==> config.mk <==
export PLATFORM = sky130hd
export DESIGN_NAME = uart_sample_loader_flat
export DESIGN_NICKNAME = d
export VERILOG_FILES = /design/src/rtl/uart_sample_loader_if.sv /design/src/rtl/uart_sample_loader.sv /design/src/flat_wrapper.sv
export SDC_FILE = /design/constraint.sdc
export NUM_CORES = 1
export LEC_CHECK = 0
export BUFFER_PORTS_ARGS = -buffer_cell sky130_fd_sc_hd__buf_2
export CORE_ASPECT_RATIO = 0.5
export CORE_MARGIN = 2
export CORE_UTILIZATION = 55
export DETAILED_ROUTE_END_ITERATION = 16
export PLACE_DENSITY = 0.78
export RECOVER_POWER = 50
export SLEW_MARGIN = 30
export SYNTH_ARGS = -nofsm -noshare
export SYNTH_HDL_FRONTEND = slang
export SYNTH_SLANG_ARGS = --single-unit
==> constraint.sdc <==
create_clock -name i_clk -period 2.9 [get_ports i_clk]
set_input_delay 0.725 -clock i_clk [delete_from_list [all_inputs] [get_ports i_clk]]
set_output_delay 0.725 -clock i_clk [all_outputs]
set_load 0.005 [all_outputs]
==> src/rtl/uart_sample_loader_if.sv <==
// Byte-in / sample-RAM-out bundle for uart_sample_loader.
// The DUT side uses the slave modport; the byte source / frame consumer uses master.
interface uart_sample_loader_if #(
  parameter int ADDR_W = 6
);
  logic              i_rx_flag;
  logic [7:0]        i_rx_byte;
  logic              i_frame_ack;
  logic              o_wr_en;
  logic [ADDR_W-1:0] o_wr_addr;
  logic [15:0]       o_wr_data;
  logic              o_frame_ready;
  logic              o_busy;
  logic              o_err;
  logic [1:0]        o_err_code;

  modport master (
    output i_rx_flag,
    output i_rx_byte,
    output i_frame_ack,
    input  o_wr_en,
    input  o_wr_addr,
    input  o_wr_data,
    input  o_frame_ready,
    input  o_busy,
    input  o_err,
    input  o_err_code
  );

  modport slave (
    input  i_rx_flag,
    input  i_rx_byte,
    input  i_frame_ack,
    output o_wr_en,
    output o_wr_addr,
    output o_wr_data,
    output o_frame_ready,
    output o_busy,
    output o_err,
    output o_err_code
  );
endinterface

==> src/rtl/uart_sample_loader.sv <==
// Assembles sync-prefixed little-endian 16-bit samples from a UART byte stream
// into a sample RAM, with inter-byte timeout and overrun detection.
module uart_sample_loader #(
  parameter int         N_SAMPLES      = 64,
  parameter int         ADDR_W         = 6,
  parameter logic [7:0] SYNC_BYTE      = 8'hA5,
  parameter int         TIMEOUT_CYCLES = 4096
) (
  input  logic                 i_clk,
  input  logic                 i_rst,
  uart_sample_loader_if.slave  bus
);

  localparam int                TMO_W      = $clog2(TIMEOUT_CYCLES);
  localparam logic [TMO_W-1:0]  TMO_LAST   = TMO_W'(TIMEOUT_CYCLES - 1);
  localparam logic [ADDR_W-1:0] ADDR_LAST  = ADDR_W'(N_SAMPLES - 1);
  localparam logic [1:0]        ERR_TMO    = 2'b01;
  localparam logic [1:0]        ERR_OVR    = 2'b10;

  typedef enum logic [1:0] {
    HUNT  = 2'd0,
    LO    = 2'd1,
    HI    = 2'd2,
    READY = 2'd3
  } state_t;

  state_t             state_reg,      state_next;
  logic [ADDR_W-1:0]  addr_reg,       addr_next;
  logic [7:0]         low_reg,        low_next;
  logic [TMO_W-1:0]   tmo_reg,        tmo_next;
  logic               wr_en_reg,      wr_en_next;
  logic [ADDR_W-1:0]  wr_addr_reg,    wr_addr_next;
  logic [15:0]        wr_data_reg,    wr_data_next;
  logic               ready_reg,      ready_next;
  logic               busy_reg,       busy_next;
  logic               err_reg,        err_next;
  logic [1:0]         err_code_reg,   err_code_next;

  logic               tmo_hit;

  // A byte arriving on the terminal count wins over the timeout.
  assign tmo_hit = (tmo_reg == TMO_LAST) && !bus.i_rx_flag;

  always_comb begin
    state_next    = state_reg;
    addr_next     = addr_reg;
    low_next      = low_reg;
    tmo_next      = tmo_reg;
    wr_en_next    = 1'b0;
    wr_addr_next  = wr_addr_reg;
    wr_data_next  = wr_data_reg;
    err_next      = 1'b0;
    err_code_next = err_code_reg;

    case (state_reg)
      HUNT: begin
        tmo_next = '0;
        if (bus.i_rx_flag && (bus.i_rx_byte == SYNC_BYTE)) begin
          state_next = LO;
          addr_next  = '0;
        end
      end

      LO: begin
        if (bus.i_rx_flag) begin
          low_next   = bus.i_rx_byte;
          tmo_next   = '0;
          state_next = HI;
        end else if (tmo_hit) begin
          state_next    = HUNT;
          addr_next     = '0;
          tmo_next      = '0;
          err_next      = 1'b1;
          err_code_next = ERR_TMO;
        end else begin
          tmo_next = tmo_reg + TMO_W'(1);
        end
      end

      HI: begin
        if (bus.i_rx_flag) begin
          wr_en_next   = 1'b1;
          wr_addr_next = addr_reg;
          wr_data_next = {bus.i_rx_byte, low_reg};
          tmo_next     = '0;
          if (addr_reg == ADDR_LAST) begin
            state_next = READY;
          end else begin
            addr_next  = addr_reg + ADDR_W'(1);
            state_next = LO;
          end
        end else if (tmo_hit) begin
          state_next    = HUNT;
          addr_next     = '0;
          tmo_next      = '0;
          err_next      = 1'b1;
          err_code_next = ERR_TMO;
        end else begin
          tmo_next = tmo_reg + TMO_W'(1);
        end
      end

      READY: begin
        tmo_next = '0;
        // Overrun and ack are independent: the byte is dropped, the ack still counts.
        if (bus.i_rx_flag) begin
          err_next      = 1'b1;
          err_code_next = ERR_OVR;
        end
        if (bus.i_frame_ack) begin
          state_next = HUNT;
        end
      end

      default: begin
        state_next = HUNT;
        addr_next  = '0;
        tmo_next   = '0;
      end
    endcase

    // Status levels are derived from the next state so they line up with state_reg.
    ready_next = (state_next == READY);
    busy_next  = (state_next == LO) || (state_next == HI);
  end

  always_ff @(posedge i_clk) begin
    if (i_rst) begin
      state_reg    <= HUNT;
      addr_reg     <= '0;
      low_reg      <= '0;
      tmo_reg      <= '0;
      wr_en_reg    <= 1'b0;
      wr_addr_reg  <= '0;
      wr_data_reg  <= '0;
      ready_reg    <= 1'b0;
      busy_reg     <= 1'b0;
      err_reg      <= 1'b0;
      err_code_reg <= 2'b00;
    end else begin
      state_reg    <= state_next;
      addr_reg     <= addr_next;
      low_reg      <= low_next;
      tmo_reg      <= tmo_next;
      wr_en_reg    <= wr_en_next;
      wr_addr_reg  <= wr_addr_next;
      wr_data_reg  <= wr_data_next;
      ready_reg    <= ready_next;
      busy_reg     <= busy_next;
      err_reg      <= err_next;
      err_code_reg <= err_code_next;
    end
  end

  assign bus.o_wr_en       = wr_en_reg;
  assign bus.o_wr_addr     = wr_addr_reg;
  assign bus.o_wr_data     = wr_data_reg;
  assign bus.o_frame_ready = ready_reg;
  assign bus.o_busy        = busy_reg;
  assign bus.o_err         = err_reg;
  assign bus.o_err_code    = err_code_reg;

endmodule

==> src/flat_wrapper.sv <==
// flat-port wrapper written by rule: the top's interface ports become plain ports
module uart_sample_loader_flat 
#(
  parameter int         N_SAMPLES      = 64,
  parameter int         ADDR_W         = 6,
  parameter logic [7:0] SYNC_BYTE      = 8'hA5,
  parameter int         TIMEOUT_CYCLES = 4096
)
  (i_clk, i_rst, bus_i_rx_flag, bus_i_rx_byte, bus_i_frame_ack, bus_o_wr_en, bus_o_wr_addr, bus_o_wr_data, bus_o_frame_ready, bus_o_busy, bus_o_err, bus_o_err_code);
  uart_sample_loader_if #(.ADDR_W(ADDR_W)) bus_i ();
  input  logic i_clk;
  input  logic i_rst;
  input wire logic [$bits(bus_i.i_rx_flag)-1:0] bus_i_rx_flag;
  input wire logic [$bits(bus_i.i_rx_byte)-1:0] bus_i_rx_byte;
  input wire logic [$bits(bus_i.i_frame_ack)-1:0] bus_i_frame_ack;
  output wire logic [$bits(bus_i.o_wr_en)-1:0] bus_o_wr_en;
  output wire logic [$bits(bus_i.o_wr_addr)-1:0] bus_o_wr_addr;
  output wire logic [$bits(bus_i.o_wr_data)-1:0] bus_o_wr_data;
  output wire logic [$bits(bus_i.o_frame_ready)-1:0] bus_o_frame_ready;
  output wire logic [$bits(bus_i.o_busy)-1:0] bus_o_busy;
  output wire logic [$bits(bus_i.o_err)-1:0] bus_o_err;
  output wire logic [$bits(bus_i.o_err_code)-1:0] bus_o_err_code;
  assign bus_i.i_rx_flag = bus_i_rx_flag;
  assign bus_i.i_rx_byte = bus_i_rx_byte;
  assign bus_i.i_frame_ack = bus_i_frame_ack;
  assign bus_o_wr_en = bus_i.o_wr_en;
  assign bus_o_wr_addr = bus_i.o_wr_addr;
  assign bus_o_wr_data = bus_i.o_wr_data;
  assign bus_o_frame_ready = bus_i.o_frame_ready;
  assign bus_o_busy = bus_i.o_busy;
  assign bus_o_err = bus_i.o_err;
  assign bus_o_err_code = bus_i.o_err_code;
  uart_sample_loader #(.N_SAMPLES(N_SAMPLES), .ADDR_W(ADDR_W), .SYNC_BYTE(SYNC_BYTE), .TIMEOUT_CYCLES(TIMEOUT_CYCLES)) u_core (.i_clk(i_clk), .i_rst(i_rst), .bus(bus_i));
endmodule
==> summary.txt, run 1 <==
Clock transition at path regs: 0.09 ns
Post-Synthesis Cells: 292
Final HPWL DP: 3584 um
WL/cell: 12.80 um
die height: 50.52 um
vias: 2111
Root Buffer: clkbuf_8
area growth from synthesis to layout: 12.62%
most frequent cells in the layout: nand2_1 (61), dfxtp_1 (56), a21oi_1 (44)
Required @ worst endpoint: 3.08 ns
antenna-violating nets left: 0
Syn Area/Cell: 8.150 um2
Placement Rows: 16
layout cell share with drive strength beyond 1: 14.07%
crit path DAT: 2.60 ns
# IOs: 40
kind of critical path: register to register
final wirelength: 4876 um
total power after layout: 0.001661 W
Leakage: 0.9588 nW
Final Non-Filler Cells: 381
clock sinks: 56
Slew Limit Fails: 0
cell area power density: 619.8 nW/um2
Syn Nets: 312
Post-synth EDFFs: 0
Worst-Margin Slew: 0.8727 ns
cell count after placement: 374
maximum VDD drop: 302.0 uV
number of port buffers: 39
Remaining Overflow, GRT: 0
Antenna Cells: 0
final design utilization: 66.60%
# resized after CTS: 0
GP Congestion: 0.9146
# H-tree levels: 2
most common cell after layout, fill and taps aside: nand2_1
Initial Util: 59.14%
DR DRC count: 0
Netlist cell types: 42
setup TNS: 0 ns
Hold Path Class: register to register
first-pass GRT wire length: 8562 um
critical path endpoint: u_core.bus.o_busy
Max-cap violations: 0
Core ar.: 4024 um2
Clock Skew: 0.005009 ns
Worst Setup End Kind: register
DIE AREA: 4901 um2
Fmax: 411.8 MHz
yosys warns: 0
CP max FO: 5
Final WS setup: 0.4718 ns
Reg2Reg Setup Slack: 0.47 ns
vias in the first global route: 1907
Primary FF master, synth: dfxtp_1
initial antenna violation count: 0
Via-to-Cell Ratio: 5.541
unrepaired setup endpoints after global routing: no
Max transition margin: 41.82%
DR pass1 iterations: 4
CTS buffer count: 5
First DRT Iteration DRCs: 116
fin nets: 347
final setup vio count: 0
Synth async-reset ratio: 0%
Startpoint Class: register
CTS tree: yes
gr usage total: 21.46%
postcts setup bufs: 0
cts hold-fix bufs: 0
cells on worst reg2reg path: 8
Worst Setup SP: u_core.tmo_reg[0]
Seq/Total Area, Yosys: 47.11%
fin crit period: 2.428 ns
CTS max path bufs: 2
Critical R2R Launch: u_core.tmo_reg[0]
Final Hold Viols: 0
worst slack at placement: 0.3227 ns
synthesized flop and latch total: 56
fillers: 359
r2r endpoint: u_core.bus.o_busy
Clock Latency Late Sink: 0.30 ns
Period Utilization, post-route: 83.73%
largest net degree at the start of global routing: 29
Mapped Area: 2380 um2
max FFs per register: 16
status: completed
Die W: 97.03 um
## worst max-delay path, cell delays in order, from the launching register on
cell      delay (ns)
dfxtp_1         0.37
ha_1            0.22
nand4_1         0.23
nor4_2          0.57
a21oi_1         0.08
a211oi_1        0.34
nor2_1          0.09
ha_1            0.29
nor2b_1         0.12
## layer usage
metal / part of all wire (%) / routed length, um / vias up / global-route usage [%]
met5: 0 / 0 / - / 0
met4: 0.47 / 23 / 0 / 2.817
met3: 6.6 / 323 / 4 / 6.546
met2: 47 / 2306 / 52 / 36.92
met1: 46 / 2224 / 989 / 27.76
li1: - / - / 1066 / -
## worst min path at each step
stage                          endpoint                     start  slack [ns]  cells after the start
6_report        u_core.bus.o_wr_data[5]         u_core.low_reg[5]        0.46                      2
5_1_grt         u_core.bus.o_wr_data[2]         u_core.low_reg[2]        0.48                      2
4_1_cts        u_core.bus.o_wr_data[10]  u_core.bus.o_wr_data[10]        0.46                      2
3_5_place_dp   u_core.bus.o_wr_data[10]  u_core.bus.o_wr_data[10]        0.44                      2
3_3_place_gp    u_core.bus.o_wr_data[5]         u_core.low_reg[5]        0.44                      2
2_1_floorplan         u_core.tmo_reg[0]         u_core.tmo_reg[0]        0.43                      1
## synthesized netlist by cell type, types with 2 or more instances
cell type / n / area share [%]
dfxtp_1: 56 / 47
xnor2_1: 6 / 2.2
nor3_1: 3 / 0.63
nand3_1: 18 / 3.8
clkbuf_1: 15 / 2.4
a21oi_1: 44 / 9.3
nor2b_1: 3 / 0.79
nor2_1: 23 / 3.6
nand2b_1: 2 / 0.53
inv_1: 7 / 1.1
or3_1: 2 / 0.53
xor2_1: 3 / 1.1
and3_1: 2 / 0.53
a211oi_1: 2 / 0.63
nand4_1: 5 / 1.3
nand2_1: 61 / 9.6
ha_1: 8 / 4.2
and2_1: 3 / 0.79
o21ai_0: 6 / 1.3
## power by group
| group | internal (W) | switching, W | leakage (nW) |
|---|---|---|---|
| clock network | 0.000165 | 0.000227 | 0.0410 |
| logic | 0.000165 | 0.000275 | 0.466 |
| registers | 0.000807 | 0.0000231 | 0.452 |
## cell families (layout without fill, tap and decap cells)
group,after synthesis,count (layout),share of synthesized area [%]
compound gates,63,63,15.30
xor+xnor,9,9,3.312
fa+ha+maj,8,8,4.206
buf+inv,23,58,3.680
flops,56,56,47.11
mux,1,1,0.4732
simple gates,132,132,25.92
## through the flow
| step | hold slack, ns | instance area (um2) |
|---|---|---|
| 2_1_floorplan | 0.4260 | 2380 |
| 3_3_place_gp | 0.4371 | 2619 |
| 3_5_place_dp | 0.4433 | 2619 |
| 4_1_cts | 0.4564 | 2696 |
| 5_1_grt | 0.4753 | 2680 |
| 6_report | 0.4552 | 2680 |
## cell type report
cell class	instances	area [um2]	share of cell area, %
repair buffers	44	216.5	8.077
multi-input cells	213	1171	43.70
inverters	7	26.28	0.9804
flip-flops and latches	56	1121	41.83
well taps	54	67.56	2.521
clock buffers	6	72.57	2.708
clock inverters	1	5.005	0.1867
Power figures use the tool's default switching activity.
==> run 2: changes to the inputs <==
==> constraint.sdc (replaced) <==
create_clock -name i_clk -period 2.25 [get_ports i_clk]
set_input_delay 0.5625 -clock i_clk [delete_from_list [all_inputs] [get_ports i_clk]]
set_output_delay 0.5625 -clock i_clk [all_outputs]
set_load 0.005 [all_outputs]
==> summary.txt, run 2 (synthesis gave the netlist of run 1 again) <==
status: completed
Clock Skew: 0.008388 ns (+0.003379 ns)
cell count after placement: 385 (+2.9%)
Startpoint Class: register
First DRT Iteration DRCs: 150 (+29%)
vias: 2136 (+1.2%)
hold_ws: 0.4568 ns (+0.001603 ns)
Leakage: 1.034 nW (+7.9%)
Initial Util: 59.14% (unchanged)
Die W: 97.03 um (unchanged)
Max transition margin: 71.12% (+29 points)
die height: 50.52 um (unchanged)
Final Hold Viols: 0 (unchanged)
Antenna Cells: 0 (unchanged)
final wirelength: 5136 um (+5.3%)
fillers: 348 (-3.1%)
CTS max path bufs: 2 (unchanged)
Slew Limit Fails: 0 (unchanged)
layout cell share with drive strength beyond 1: 18.29% (+4.2 points)
CP max FO: 4 (-1)
max FFs per register: 16 (unchanged)
first-pass GRT wire length: 8749 um (+2.2%)
Core ar.: 4024 um2 (unchanged)
Period Utilization, post-route: 93.02% (+9.3 points)
final setup vio count: 0 (unchanged)
Required @ worst endpoint: 2.45 ns (-0.63 ns)
Clock Latency Late Sink: 0.32 ns (+0.02 ns)
Fmax: 477.8 MHz (+16%)
# H-tree levels: 2 (unchanged)
Reg2Reg Setup Slack: 0.16 ns (-0.31 ns)
Clock transition at path regs: 0.10 ns (about the same)
most common cell after layout, fill and taps aside: nand2_1
DP Area: 2701 um2 (+3.2%)
Worst-Margin Slew: 0.4321 ns (-0.4406 ns)
Final HPWL DP: 3587 um (+0.10%)
Root Buffer: clkbuf_8
Max-cap violations: 0 (unchanged)
Final Non-Filler Cells: 393 (+3.1%)
maximum VDD drop: 489.7 uV (+62%)
Critical R2R Launch: u_core.tmo_reg[0]
number of port buffers: 39 (unchanged)
clock sinks: 56 (unchanged)
gr usage total: 22.28% (+0.82 points)
fin crit period: 2.093 ns (-0.3352 ns)
hold path cells: 2 (unchanged)
initial antenna violation count: 0 (unchanged)
DIE AREA: 4901 um2 (unchanged)
DR pass1 iterations: 4 (unchanged)
vias in the first global route: 1987 (+4.2%)
cells on worst reg2reg path: 8 (unchanged)
Via-to-Cell Ratio: 5.435 (-1.9%)
final instance area: 2786 um2 (+4.0%)
most frequent cells in the layout: nand2_1 (61), dfxtp_1 (56), a21oi_1 (44)
CTS buffer count: 5 (unchanged)
Worst Hold Launch: u_core.low_reg[0]
Hold Path Class: register to register
CTS tree: yes
# IOs: 40 (unchanged)
WL/cell: 13.07 um (+2.1%)
postcts setup bufs: 0 (unchanged)
DR DRC count: 0 (unchanged)
largest net degree at the start of global routing: 31 (+6.9%)
Remaining Overflow, GRT: 0 (unchanged)
cell area power density: 800.6 nW/um2 (+29%)
Worst Setup End Kind: register
crit path DAT: 2.30 ns (-0.30 ns)
fin nets: 358 (+3.2%)
Placement Rows: 16 (unchanged)
kind of critical path: register to register
final design utilization: 69.25% (+2.6 points)
area growth from synthesis to layout: 17.09%
GP Congestion: 0.9600 (+5.0%)
Worst Setup SP: u_core.tmo_reg[0]
antenna-violating nets left: 0 (unchanged)
-- run 2: layout make-up --
class | instances | area [um2] | share of cell area, %
multi-input combinational | 213 | 1182 | 42.43
sequential | 56 | 1121 | 40.23
timing repair buffer | 55 | 300.3 | 10.78
clock buffer | 6 | 72.57 | 2.604
tap | 54 | 67.56 | 2.425
inverter | 7 | 26.28 | 0.9430
clock inverter | 2 | 16.27 | 0.5837
-- run 2: final timing paths --
kind	endpoint
hold / removal	u_core.bus.o_wr_data[0]
setup reg to reg	u_core.bus.o_busy
setup / recovery	u_core.bus.o_busy
hold reg to reg	u_core.bus.o_wr_data[0]
-- run 2: metal layers --
metal	part of all wire [%]	global-route usage (%)
met4	0.95	8.685
met5	0	0
met3	6.3	5.292
met1	47	27.84
met2	46	38.08
-- run 2: worst max-delay path, stage by stage (launching register included) --
cell	delay, ns
dfxtp_1	0.39
ha_1	0.24
nand4_1	0.20
nor4_4	0.29
a21oi_1	0.08
a211oi_1	0.29
nor2_1	0.09
ha_1	0.28
nor2b_1	0.12
-- run 2: what timing repair did --
| action | CTS | global route |
|---|---|---|
| setup endpoints to repair | 0 | 2 |
| resized for setup | 0 | 2 |
| hold buffers | 0 | 0 |
-- run 2: stage by stage --
step           setup TNS (ns)  total power, W  worst slack, ns
6_report                    0        0.002231           0.1570
5_1_grt              -0.01332        0.002355         -0.01332
4_1_cts                     0        0.002245          0.03861
3_5_place_dp          -0.1608        0.001700         -0.07860
3_3_place_gp         -0.08469        0.001685         -0.04583
2_1_floorplan               0        0.001503           0.1326
-- run 2: report_power, final --
part | total, W | internal (W) | switching [W]
clock network | 0.000553 | 0.000222 | 0.000331
logic | 0.000608 | 0.000248 | 0.000360
registers | 0.00107 | 0.00104 | 0.0000305
==> run 3: changes to the inputs <==
--- a/config.mk
+++ b/config.mk
@@ -11,7 +11,7 @@
 export CORE_UTILIZATION = 55
 export DETAILED_ROUTE_END_ITERATION = 16
 export PLACE_DENSITY = 0.78
-export RECOVER_POWER = 50
+export RECOVER_POWER = 25
 export SLEW_MARGIN = 30
 export SYNTH_ARGS = -nofsm -noshare
 export SYNTH_HDL_FRONTEND = slang
==> summary.txt, run 3 (synthesis gave the netlist of run 1 again) <==
status: completed
crit path DAT: 2.29 ns (about the same)
clock share of power: 24.6% (-0.2 points)
layout cell share with drive strength beyond 1: 19.76% (+1.5 points)
initial antenna violation count: 0 (unchanged)
switching part of the total power: 32.10% (-0.21 points)
max FFs per register: 16 (unchanged)
hold path cells: 2 (unchanged)
cells on worst reg2reg path: 8 (unchanged)
DIE AREA: 4901 um2 (unchanged)
Worst path max stage delay: 0.39 ns (about the same)
first-pass GRT wire length: 8749 um (unchanged)
final setup vio count: 0 (unchanged)
gr usage total: 22.28% (unchanged)
CP max FO: 4 (unchanged)
cell area power density: 797.5 nW/um2 (-0.39%)
number of port buffers: 39 (unchanged)
largest net degree at the start of global routing: 31 (unchanged)
DR DRC count: 0 (unchanged)
cts hold-fix bufs: 0 (unchanged)
Max-cap violations: 0 (unchanged)
fillers: 346 (-0.57%)
Fmax: 478.0 MHz (about the same)
Hold Path Class: register to register
Root Buffer: clkbuf_8
CTS tree: yes
Period Utilization, post-route: 92.98% (about the same)
# IOs: 40 (unchanged)
switching power: 0.0007161 W (-0.64%)
multi-input logic area: 1182 um2 (unchanged)
Combinational Power Share: 27.5% (+0.3 points)
Crit path top cell by count: ha_1
crit-path leading delay family: simple AND/OR/NAND/NOR gates
fin nets: 358 (unchanged)
die height: 50.52 um (unchanged)
Core ar.: 4024 um2 (unchanged)
Leakage: 1.057 nW (+2.2%)
GP Congestion: 0.9600 (unchanged)
Via-to-Cell Ratio: 5.420 (-0.28%)
postcts setup bufs: 0 (unchanged)
antenna-violating nets left: 0 (unchanged)
kind of critical path: register to register
Antenna Cells: 0 (unchanged)
Seq pwr share: 48.0% (about the same)
Final WS setup: 0.1579 ns (+0.0008610 ns)
Placement Rows: 16 (unchanged)
final wirelength: 5102 um (-0.66%)
First DRT Iteration DRCs: 148 (-1.3%)
CTS buffer count: 5 (unchanged)
Reg2Reg Setup Slack: 0.16 ns (about the same)
# H-tree levels: 2 (unchanged)
maximum VDD drop: 487.6 uV (-0.44%)
cell internal pwr: 0.001515 W (+0.32%)
CP max-delay cell: dfxtp_1
Worst-Margin Slew: 0.4322 ns (+0.0001137 ns)
Clock Skew: 0.008279 ns (-0.0001092 ns)
final design utilization: 69.53% (+0.28 points)
sequential standard cell area: 1121 um2 (unchanged)
# resized after CTS: 0 (unchanged)
DP Area: 2701 um2 (unchanged)
Slew Limit Fails: 0 (unchanged)
Initial Util: 59.14% (unchanged)
Clock Latency Late Sink: 0.31 ns (about the same)
vias in the first global route: 1987 (unchanged)
Die W: 97.03 um (unchanged)
fin crit period: 2.092 ns (-0.0008610 ns)
Required @ worst endpoint: 2.45 ns (about the same)
CTS max path bufs: 2 (unchanged)
Worst Setup End Kind: register
most common cell after layout, fill and taps aside: nand2_1
most frequent cells in the layout: nand2_1 (61), dfxtp_1 (56), a21oi_1 (44)
WL/cell: 12.98 um (-0.66%)
WP buf/inv: 0 (unchanged)
Final HPWL DP: 3587 um (unchanged)
Final Hold Viols: 0 (unchanged)
clock sinks: 56 (unchanged)
Clock transition at path regs: 0.10 ns (about the same)
CP Depth: 8 (unchanged)
Remaining Overflow, GRT: 0 (unchanged)
Max transition margin: 71.11% (about the same)
final instance area: 2798 um2 (+0.40%)
worst slack at placement: -0.07860 ns (unchanged)
Startpoint Class: register
DR pass1 iterations: 4 (unchanged)
cells along the critical path: ha_1, nand4_1, nor4_4, a21oi_1, a211oi_1, nor2_1, ha_1, nor2b_1
area growth from synthesis to layout: 17.56%
vias: 2130 (-0.28%)
-- run 3: cell types whose count changed in the layout (fill, tap and decap cells not counted), sizes merged --
cell	delta
clkbuf	-6
buf	+6
-- run 3: final cells by class --
| cell class | count | area share, % |
|---|---|---|
| Multi-Input combinational cell | 213 | 42.26 |
| Sequential cell | 56 | 40.07 |
| Timing Repair Buffer | 55 | 11.14 |
| Clock buffer | 6 | 2.594 |
| Tap cell | 54 | 2.415 |
| Inverter | 7 | 0.9392 |
| Clock inverter | 2 | 0.5814 |
-- run 3: through the flow --
stage / hold slack [ns] / total power [W] / instances / TNS, ns
after floorplan: 0.4260 / 0.001503 / 292 / 0
after detailed placement: 0.4427 / 0.001700 / 385 / -0.1608
after CTS: 0.4581 / 0.002245 / 393 / 0
after global placement: 0.4360 / 0.001685 / 385 / -0.08469
after global routing: 0.4780 / 0.002360 / 393 / -0.01332
final: 0.4565 / 0.002231 / 393 / 0
-- run 3: worst min-delay path: cells and delay by family, from the launching register on --
family	cells	cell delay, ns
AO/OA/AOI/OAI	1	0.05
flip-flops	1	0.32
AND/OR/NAND/NOR	1	0.05
-- run 3: power by group through the flow --
stage | sequential (W) | clock, W | combinational, W
after floorplan | 0.00109 | 0 | 0.000413
after global placement | 0.00109 | 0 | 0.000595
after detailed placement | 0.00109 | 0 | 0.000607
after CTS | 0.00107 | 0.000566 | 0.000609
after global routing | 0.00108 | 0.000601 | 0.000681
final | 0.00107 | 0.000548 | 0.000613
-- run 3: path summary, 6_finish.rpt --
check                                  startpoint                 endpoint
worst max-delay path            u_core.tmo_reg[0]        u_core.bus.o_busy
worst min-delay path            u_core.low_reg[0]  u_core.bus.o_wr_data[0]
worst max register to register  u_core.tmo_reg[0]        u_core.bus.o_busy
worst min register to register  u_core.low_reg[0]  u_core.bus.o_wr_data[0]
-- run 3: layer usage --
layer	GRT usage (%)	vias up	wire [um]
met3	5.292	5	249
met5	0	-	0
met1	27.84	994	2436
met2	38.08	46	2363
met4	8.685	0	53
li1	-	1085	-
